## src/rtl/dec32_rr_arbiter_if.sv

```systemverilog
// Request/grant bundle between the requester logic and the 32-way round-robin arbiter.
interface dec32_rr_arbiter_if;
  logic        en;
  logic [31:0] req;
  logic        done;
  logic [31:0] gnt;
  logic [4:0]  gnt_idx;
  logic        gnt_valid;
  logic        timeout;

  modport master (
    output en, req, done,
    input  gnt, gnt_idx, gnt_valid, timeout
  );

  modport slave (
    input  en, req, done,
    output gnt, gnt_idx, gnt_valid, timeout
  );
endinterface

```

## src/rtl/dec32_rr_arbiter.sv

```systemverilog
// Round-robin arbiter for one 32-way one-hot decoded resource (IDLE -> BUSY -> GAP).
// Optional forced release after MAX_HOLD busy cycles when ARB_TIMEOUT_EN is defined.
module dec32_rr_arbiter #(
  parameter int unsigned MAX_HOLD = 16
) (
  input logic               clk,
  input logic               rst_n,
  dec32_rr_arbiter_if.slave bus
);

  typedef enum logic [1:0] {
    IDLE = 2'd0,
    BUSY = 2'd1,
    GAP  = 2'd2
  } state_t;

  state_t      state;
  logic [4:0]  last;
  logic [4:0]  idx_q;
  logic        valid_q;

  logic [4:0]  start;
  logic [31:0] req_rot;
  logic [4:0]  offset;
  logic [4:0]  winner;
  logic        any_req;
  logic        release_req;
  logic [31:0] gnt_dec;

  // Lowest set bit of the rotated vector, i.e. the first requester at or after start.
  function automatic logic [4:0] lowest_set(input logic [31:0] v);
    logic [4:0] r;
    r = 5'd0;
    for (int j = 31; j >= 0; j--) begin
      if (v[j]) r = 5'(j);
    end
    return r;
  endfunction

  assign start   = last + 5'd1;
  assign any_req = |bus.req;

  always_comb begin
    req_rot = '0;
    for (int j = 0; j < 32; j++) begin
      req_rot[j] = bus.req[start + 5'(j)];
    end
  end

  assign offset      = lowest_set(req_rot);
  assign winner      = start + offset;
  assign release_req = bus.done | ~bus.req[idx_q];

`ifdef ARB_TIMEOUT_EN
  localparam logic [7:0] HOLD_LAST = 8'(MAX_HOLD - 1);

  logic [7:0] hold_cnt;
  logic       timeout_q;
`else
  logic unused_max_hold;
  assign unused_max_hold = ^8'(MAX_HOLD);
`endif

  always_ff @(posedge clk or negedge rst_n) begin
    if (!rst_n) begin
      state   <= IDLE;
      last    <= 5'd31;
      idx_q   <= 5'd0;
      valid_q <= 1'b0;
`ifdef ARB_TIMEOUT_EN
      hold_cnt  <= 8'd0;
      timeout_q <= 1'b0;
`endif
    end else begin
`ifdef ARB_TIMEOUT_EN
      timeout_q <= 1'b0;
`endif
      case (state)
        IDLE: begin
          if (bus.en && any_req) begin
            idx_q   <= winner;
            last    <= winner;
            valid_q <= 1'b1;
            state   <= BUSY;
`ifdef ARB_TIMEOUT_EN
            hold_cnt <= 8'd0;
`endif
          end
        end
        BUSY: begin
          // A normal release outranks a forced one landing on the same edge.
          if (release_req) begin
            valid_q <= 1'b0;
            state   <= GAP;
          end
`ifdef ARB_TIMEOUT_EN
          else if (hold_cnt == HOLD_LAST) begin
            valid_q   <= 1'b0;
            timeout_q <= 1'b1;
            state     <= GAP;
          end else begin
            hold_cnt <= hold_cnt + 8'd1;
          end
`endif
        end
        GAP: begin
          state <= IDLE;
        end
        default: begin
          state <= IDLE;
        end
      endcase
    end
  end

  // Grant decode: idx[4:3] picks one of four 8-line banks, idx[2:0] the line within it.
  always_comb begin
    gnt_dec = '0;
    for (int b = 0; b < 4; b++) begin
      if (valid_q && (idx_q[4:3] == 2'(b))) begin
        gnt_dec[b*8 +: 8] = 8'b1 << idx_q[2:0];
      end
    end
  end

  assign bus.gnt       = gnt_dec;
  assign bus.gnt_idx   = idx_q;
  assign bus.gnt_valid = valid_q;
`ifdef ARB_TIMEOUT_EN
  assign bus.timeout   = timeout_q;
`else
  assign bus.timeout   = 1'b0;
`endif

endmodule

```

## src/flat_wrapper.sv

```systemverilog
// flat-port wrapper written by rule: the top's interface ports become plain ports
module dec32_rr_arbiter_flat 
#(
  parameter int unsigned MAX_HOLD = 16
)
  (clk, rst_n, bus_en, bus_req, bus_done, bus_gnt, bus_gnt_idx, bus_gnt_valid, bus_timeout);
  dec32_rr_arbiter_if bus_i ();
  input logic clk;
  input logic rst_n;
  input wire logic [$bits(bus_i.en)-1:0] bus_en;
  input wire logic [$bits(bus_i.req)-1:0] bus_req;
  input wire logic [$bits(bus_i.done)-1:0] bus_done;
  output wire logic [$bits(bus_i.gnt)-1:0] bus_gnt;
  output wire logic [$bits(bus_i.gnt_idx)-1:0] bus_gnt_idx;
  output wire logic [$bits(bus_i.gnt_valid)-1:0] bus_gnt_valid;
  output wire logic [$bits(bus_i.timeout)-1:0] bus_timeout;
  assign bus_i.en = bus_en;
  assign bus_i.req = bus_req;
  assign bus_i.done = bus_done;
  assign bus_gnt = bus_i.gnt;
  assign bus_gnt_idx = bus_i.gnt_idx;
  assign bus_gnt_valid = bus_i.gnt_valid;
  assign bus_timeout = bus_i.timeout;
  dec32_rr_arbiter #(.MAX_HOLD(MAX_HOLD)) u_core (.clk(clk), .rst_n(rst_n), .bus(bus_i));
endmodule
```

## config.mk

```make
export PLATFORM = sky130hd
export DESIGN_NAME = dec32_rr_arbiter_flat
export DESIGN_NICKNAME = d
export VERILOG_FILES = /design/src/rtl/dec32_rr_arbiter_if.sv /design/src/rtl/dec32_rr_arbiter.sv /design/src/flat_wrapper.sv
export SDC_FILE = /design/constraint.sdc
export NUM_CORES = 1
export LEC_CHECK = 0
export ABC_AREA = 0
export BUFFER_PORTS_ARGS = -buffer_cell sky130_fd_sc_hd__buf_2
export CORE_UTILIZATION = 50
export DETAILED_ROUTE_END_ITERATION = 7
export PLACE_DENSITY = 0.72
export SLEW_MARGIN = 40
export SYNTH_ARGS = -nofsm -noshare
export SYNTH_HDL_FRONTEND = slang
export SYNTH_SLANG_ARGS = --single-unit
```

## constraint.sdc

```tcl
create_clock -name clk -period 10.26 [get_ports clk]
set_clock_uncertainty 0.05 [all_clocks]
set_input_delay 0 -clock clk [delete_from_list [all_inputs] [get_ports clk]]
set_output_delay 0 -clock clk [all_outputs]
set_load 0.02 [all_outputs]
```

[Word level (Yosys, flattened, before mapping)]
Cells that the tools add are included.
Storage, ports and cells
  output and inout bits: 39
  bits of input ports: 36
  logic and storage cells: 199
  bits in latches: 0
  memories kept: 0
  RAM bits: 0
  flip-flop bits (word level): 13
  bits in read-only memories: 0
Operators by class
  mux-type cells: 108
  $mul: 0
  add/subtract/negate cells: 33
  equality and inequality tests: 6
  order comparisons: 33
  bitwise logic cells: 2
  divide/modulo/power cells: 0
  reductions and logical operators: 12
  shift operators: 1
Operators by type and width (number)
  $lt A5 B6 Y1 const B: 33
  $bmux W1 S5: 33
  $mux W5: 32
  $add A5 B5 Y5 const B: 16
  $add A5 B4 Y5 const B: 8
  $mux W1: 35
  $mux W8: 4
  $reduce_or A32 Y1: 1
  $add A5 B3 Y5 const B: 4
  $add A5 B1 Y5 const B: 2
  $add A5 B2 Y5 const B: 2
  $shl A1 B3 Y8 const A: 1
  $add A5 B5 Y5: 1
  $logic_and A1 B1 Y1: 5
  $eq A2 B1 Y1 const B: 2
  $eq A2 B2 Y1 const B: 2
  $logic_not A2 Y1: 2
  $mux W2: 2
  $ne A2 B1 Y1 const B: 2
  $pmux W2 S2: 1
  $reduce_and A2 Y1: 2
  $reduce_and A3 Y1: 1
  $pmux W1 S2: 1
  $reduce_bool A2 Y1: 1
  other kinds (2): 2

[Longest topological paths before layout]
  depth in word-level cells: 37
  depth in mapped cells: 26
  gate-level depth less buffers: 22

[Least setup slack after synthesis]
No wires, ideal clock.
  path type: register to register
  start point: reg u_core.last[0]
  end point: reg u_core.idx_q[4] (netlist: u_core.bus.gnt_idx[4])
  data arrival time: 5.115 ns
  cell stages (with the launch flop): 22
  path buffers: 3
  clock period less this slack: 5.235 ns
  required time: 10.140 ns
  setup slack: 5.025 ns
  setup time: 0.070 ns
  cell sequence: dfstp_2 > buf_2 > inv_2 > buf_2 > ha_1 > buf_2 > mux2_1 > mux2_2 > mux4_1 > mux2_2 > or4_4 > o21ai_1 > a211oi_1 > o41ai_2 > ha_1 > nor2b_1 > o21ai_0 > nand2b_1 > xnor2_1 > nand2b_1 > a41o_1 > nand3_1
On the way
  word-level cells in the longest chain between the ends: 37
  elaborated cells between the ends (all ways): 129
  those cells by class: 33 x add/sub; 96 x mux
RTL lines
  start: declaration: line dec32_rr_arbiter.sv:18  | logic [4:0] last;
  start signal: assignment: line dec32_rr_arbiter.sv:82  | last <= winner;
  $add A5 B1 Y5 (*): line dec32_rr_arbiter.sv:40  | assign start = last + 5'd1;
  $add A5 B5 Y5: line dec32_rr_arbiter.sv:46  | req_rot[j] = bus.req[start + 5'(j)];
  $bmux W1 S5: line dec32_rr_arbiter.sv:46
  $mux W1 (implied by the code): line dec32_rr_arbiter.sv:46
  $mux W5 (32 in series): line dec32_rr_arbiter.sv:35  | if (v[j]) r = 5'(j);
  $add A5 B5 Y5 (*): line dec32_rr_arbiter.sv:51  | assign winner = start + offset;
  end signal: assignment: line dec32_rr_arbiter.sv:81  | idx_q <= winner;
  end: declaration: line dec32_rr_arbiter.sv:19  | logic [4:0] idx_q;
Mark *: on every way between the ends. The rest lies on a longest branch, timed or not. The select of a mux whose other input is x is not followed.
A chain may end at the register's enable or synchronous reset.

[Worst setup path after layout]
Same ends and word-level chain as after synthesis.

==> metrics.sh <==
STATUS='finished clean'
ASYNC_RESET_FF_FRAC=1.000
WORST_SETUP_PATH_END_KIND='flip-flop'
SYNTHCELLS=494
CLK_PIN_SLEW_WORST_PATHS_PS=50
FLOORPLAN.INITIALDENSITY=0.5215
TIGHTEST_SLEW_PS=762.5
REQUIRED_TIME_AT_THE_ENDPOINT_OF_THE_CRITICAL_PATH_PS=10380
AREA.GROWTH.SYNTH_TO_FINAL_PCT=10.40
DRV_SLEW=0
SYNTH_LARGEST_TYPE_AREA_FRACTION=0.1673
DRT-WIRELENGTH-PER-CELL_UM=19.69
SYNTH-WARNING-COUNT=0
TOTAL_CLOCK_BUFFERS_CREATED_BY_CTS=3
MULTI_INPUT_COMB_AREA_UM2=3792
GRTUSAGETOTAL=0.2891
TIMING.RR.END='u_core.bus.gnt_idx[4]'
CTS_SETUP_BUFFERS=0
ROUTE.LAYER.MET1.WL_UM=5730
CTS_TREE='done'
AVGSYNTHCELLAREA_UM2=8.718
SYNTH_AREA_LEADERS='sky130_fd_sc_hd__mux2i_1 17%, sky130_fd_sc_hd__mux4_2 12%, sky130_fd_sc_hd__mux2_2 12%, sky130_fd_sc_hd__dfrtp_1 4.6%, sky130_fd_sc_hd__nor2_1 4.4%'
PORT-BUFFER-COUNT=73
ROOT_BUFFER_CELL='sky130_fd_sc_hd__clkbuf_8'
PLACE_HPWL_UM=10450
CRIT_PATH_START_KIND='flip-flop'
CTS_MAX_LEVEL=1
YOSYS.CELL_COUNT.TOP_TYPE='sky130_fd_sc_hd__mux2i_1'
PLACEMENTROWS=33
FILLER_CELL_COUNT=761
WORSTSETUPPATHTYPE='reg2reg'
DETAIL_ROUTE.VIAS_PER_CELL=6.527
NUM_VIAS=4249
SYNTH_SEQUENTIAL_AREA_RATIO=0.07699
DRT-INITIAL-DRC-COUNT=317
PIN_COUNT_OF_THE_BIGGEST_NET_ENTERING_GLOBAL_ROUTING=51
TIMING.RR.START='u_core.last[0]'
POSTSYNTH.TOPFLOPCELL='sky130_fd_sc_hd__dfrtp_1'
SEQ_AREA_UM2=331.6
MAX-SLEW-MARGIN-REL=0.4880
WIRE_LENGTH_OF_THE_FIRST_GLOBAL_ROUTING_PASS_UM=20060
CLKSINKCOUNT=13
CRITPATHARRIVALTIME_PS=6540
CTS.PATH.MAX_BUFFERS=2
DIE_AREA_UM2=8988
NETS=590
SETUP_TNS_PS=0
FIN_CRIT_PS=6420
WORSTHOLDPATHTYPE='in2async'
WL_MET3_UM=754
ROUTE.TOP_LAYER_USED='met4'
GRT_REMAINING_OVERFLOW=0
SYNTH_NETS=537
CHIPWIDTH_UM=94.81
SETUP_REPAIR_AFTER_GLOBAL_ROUTING_MISSED_ITS_MARGIN='no'
TIMING_HOLD_VIOLATIONS_FINAL=0
FINAL_CLOCK_PERIOD_UTILIZATION_BY_THE_WORST_PATH=0.6257
TIMING.REG2REG.WORST_PATH_DEPTH=22
NETLIST_AREA_UM2=4307
FP.DIEH_UM=94.81
POSTROUTEANTENNANETS=0
ANTENNA-DIODE-COUNT=0
CLK_LAT_WORST_SKEW_PS=240
SYNTH_EDF_COUNT=0
SHARE_OF_CELLS_ABOVE_DRIVE_STRENGTH_1=0.3132
GPL.FINAL_WEIGHTED_CONGESTION=0.9521
DRT-PASS1-ITER-COUNT=4
NUMBER_OF_ANTENNA_VIOLATIONS_AT_THE_FIRST_CHECK_IN_GLOBAL_ROUTING=0
MET2ROUTEDLENGTH_UM=6076
DETAIL_ROUTE.DRC_VIOLATIONS=0
CAP_VIOL_MAX_COUNT=0
PORTS=75
SYNTH_SEQ_CELLS=13
ACHIEVABLE-FREQUENCY_MHz=155.8
SYNTH.DISTINCT_CELLS=71
SETUP_VIOLATIONS_FINAL=0
HIGHEST_NET_FANOUT_ALONG_THE_WORST_PATH=50
REG2REG_SETUP_SLACK_PS=3840
ROUTED_WIRELENGTH_UM=12820
YOSYSTOPAREACELL='sky130_fd_sc_hd__mux2i_1'
NETLIST_TOP_CELLS_COUNT='72 x sky130_fd_sc_hd__mux2i_1, 50 x sky130_fd_sc_hd__nor2_1, 44 x sky130_fd_sc_hd__mux2_2'
CORE_UM2=8258
GRT_PASS1_VIAS=3904
-- logic make-up after synthesis --
| family | count (synthesis) | share of synthesized area |
|---|---|---|
| and+or+nand+nor | 168 | 0.2016 |
| DFF | 13 | 0.07699 |
| other | 1 | 0.0008708 |
| xor gates and xnor gates | 30 | 0.07060 |
| buffers and inverters | 43 | 0.04706 |
| muxes | 149 | 0.4463 |
| AOI/OAI and AO/OA | 83 | 0.1345 |
| adders and majority gates | 7 | 0.02208 |
-- placed cells by master (no fill, tap or decap), drive strengths merged, types with 8 or more instances in the layout --
| master | instances |
|---|---|
| a21oi | 16 |
| mux2i | 72 |
| inv | 14 |
| mux2 | 49 |
| nand3 | 9 |
| xor2 | 9 |
| xnor2 | 21 |
| nand2b | 12 |
| a22oi | 8 |
| o21ai | 17 |
| dfrtp | 8 |
| mux4 | 28 |
| nor4 | 12 |
| nor2 | 50 |
| nand2 | 43 |
| buf | 75 |
-- worst max-delay path, stage by stage (launching register included) --
cell                        delay (ps)
sky130_fd_sc_hd__dfstp_2           920
sky130_fd_sc_hd__inv_2             380
sky130_fd_sc_hd__ha_4              820
sky130_fd_sc_hd__nor3b_1           110
sky130_fd_sc_hd__a21oi_1           150
sky130_fd_sc_hd__o221ai_1          140
sky130_fd_sc_hd__xor2_1            440
sky130_fd_sc_hd__mux4_2            580
sky130_fd_sc_hd__mux2i_1           360
sky130_fd_sc_hd__o21ai_0           150
sky130_fd_sc_hd__a2111oi_0         380
sky130_fd_sc_hd__o21ai_0           130
sky130_fd_sc_hd__a21oi_1           220
sky130_fd_sc_hd__ha_1              210
sky130_fd_sc_hd__inv_1              60
sky130_fd_sc_hd__fa_1              420
sky130_fd_sc_hd__nor2b_1           120
sky130_fd_sc_hd__o21ai_0            80
sky130_fd_sc_hd__nand2b_1           90
sky130_fd_sc_hd__xnor2_1           130
sky130_fd_sc_hd__nand2b_1           80
sky130_fd_sc_hd__a41o_1            220
sky130_fd_sc_hd__nand3_1            80
-- final cells by class --
type | instances | area share
multi-input combinational | 438 | 0.7976
timing repair buffer | 77 | 0.08421
sequential | 13 | 0.06974
tap | 105 | 0.02763
inverter | 14 | 0.01105
clock buffer | 3 | 0.008684
clock inverter | 1 | 0.001053
-- worst max-delay path by stage --
| stage | startpoint | to | slack [ps] | depth (start not counted) |
|---|---|---|---|---|
| 6_report | u_core.last[0] | u_core.bus.gnt_idx[4] | 3840 | 22 |
| 4_1_cts | u_core.last[0] | u_core.bus.gnt_idx[4] | 3880 | 22 |
| 2_1_floorplan | u_core.last[0] | u_core.bus.gnt_idx[4] | 5030 | 21 |
| 3_3_place_gp | u_core.last[0] | u_core.bus.gnt_idx[4] | 3770 | 20 |
| 3_5_place_dp | u_core.last[0] | u_core.bus.gnt_idx[4] | 3920 | 22 |
| 5_1_grt | u_core.last[0] | u_core.bus.gnt_idx[4] | 3290 | 22 |
-- per-layer routing --
| metal | vias to the layer above | track usage |
|---|---|---|
| li1 | 1973 | - |
| met5 | - | 0 |
| met4 | 0 | 0.06439 |
| met2 | 173 | 0.4892 |
| met3 | 23 | 0.02979 |
| met1 | 2080 | 0.3954 |
-- registers in the layout, summed over array words and instances, names as in the netlist --
| name | cells |
|---|---|
| u_core.bus.gnt_idx | 5 |
| u_core.bus.gnt_valid | 1 |
| u_core.last | 5 |
| u_core.state | 2 |
-- metrics by stage --
step | utilization | worst slack (ps) | cells | hold WS, ps | cell area (um2)
global placement | 0.5665 | 3771 | 645 | -152.6 | 4678
finish | 0.5758 | 3840 | 651 | 124.9 | 4755
global route | 0.5758 | 3294 | 651 | 160.8 | 4755
floorplan | - | 5025 | 494 | -345.6 | 4307
detailed placement | 0.5677 | 3922 | 645 | -154.3 | 4688
CTS | 0.5758 | 3883 | 651 | 122.8 | 4755
-- repair_timing --
action,4_1_cts,5_1_grt
hold buffers,2,0
endpoints found under the hold margin,14,0
resized for setup,0,0
Power is not shown: default switching activity piles up to over one toggle a cycle in this logic, so the estimate is an artifact.
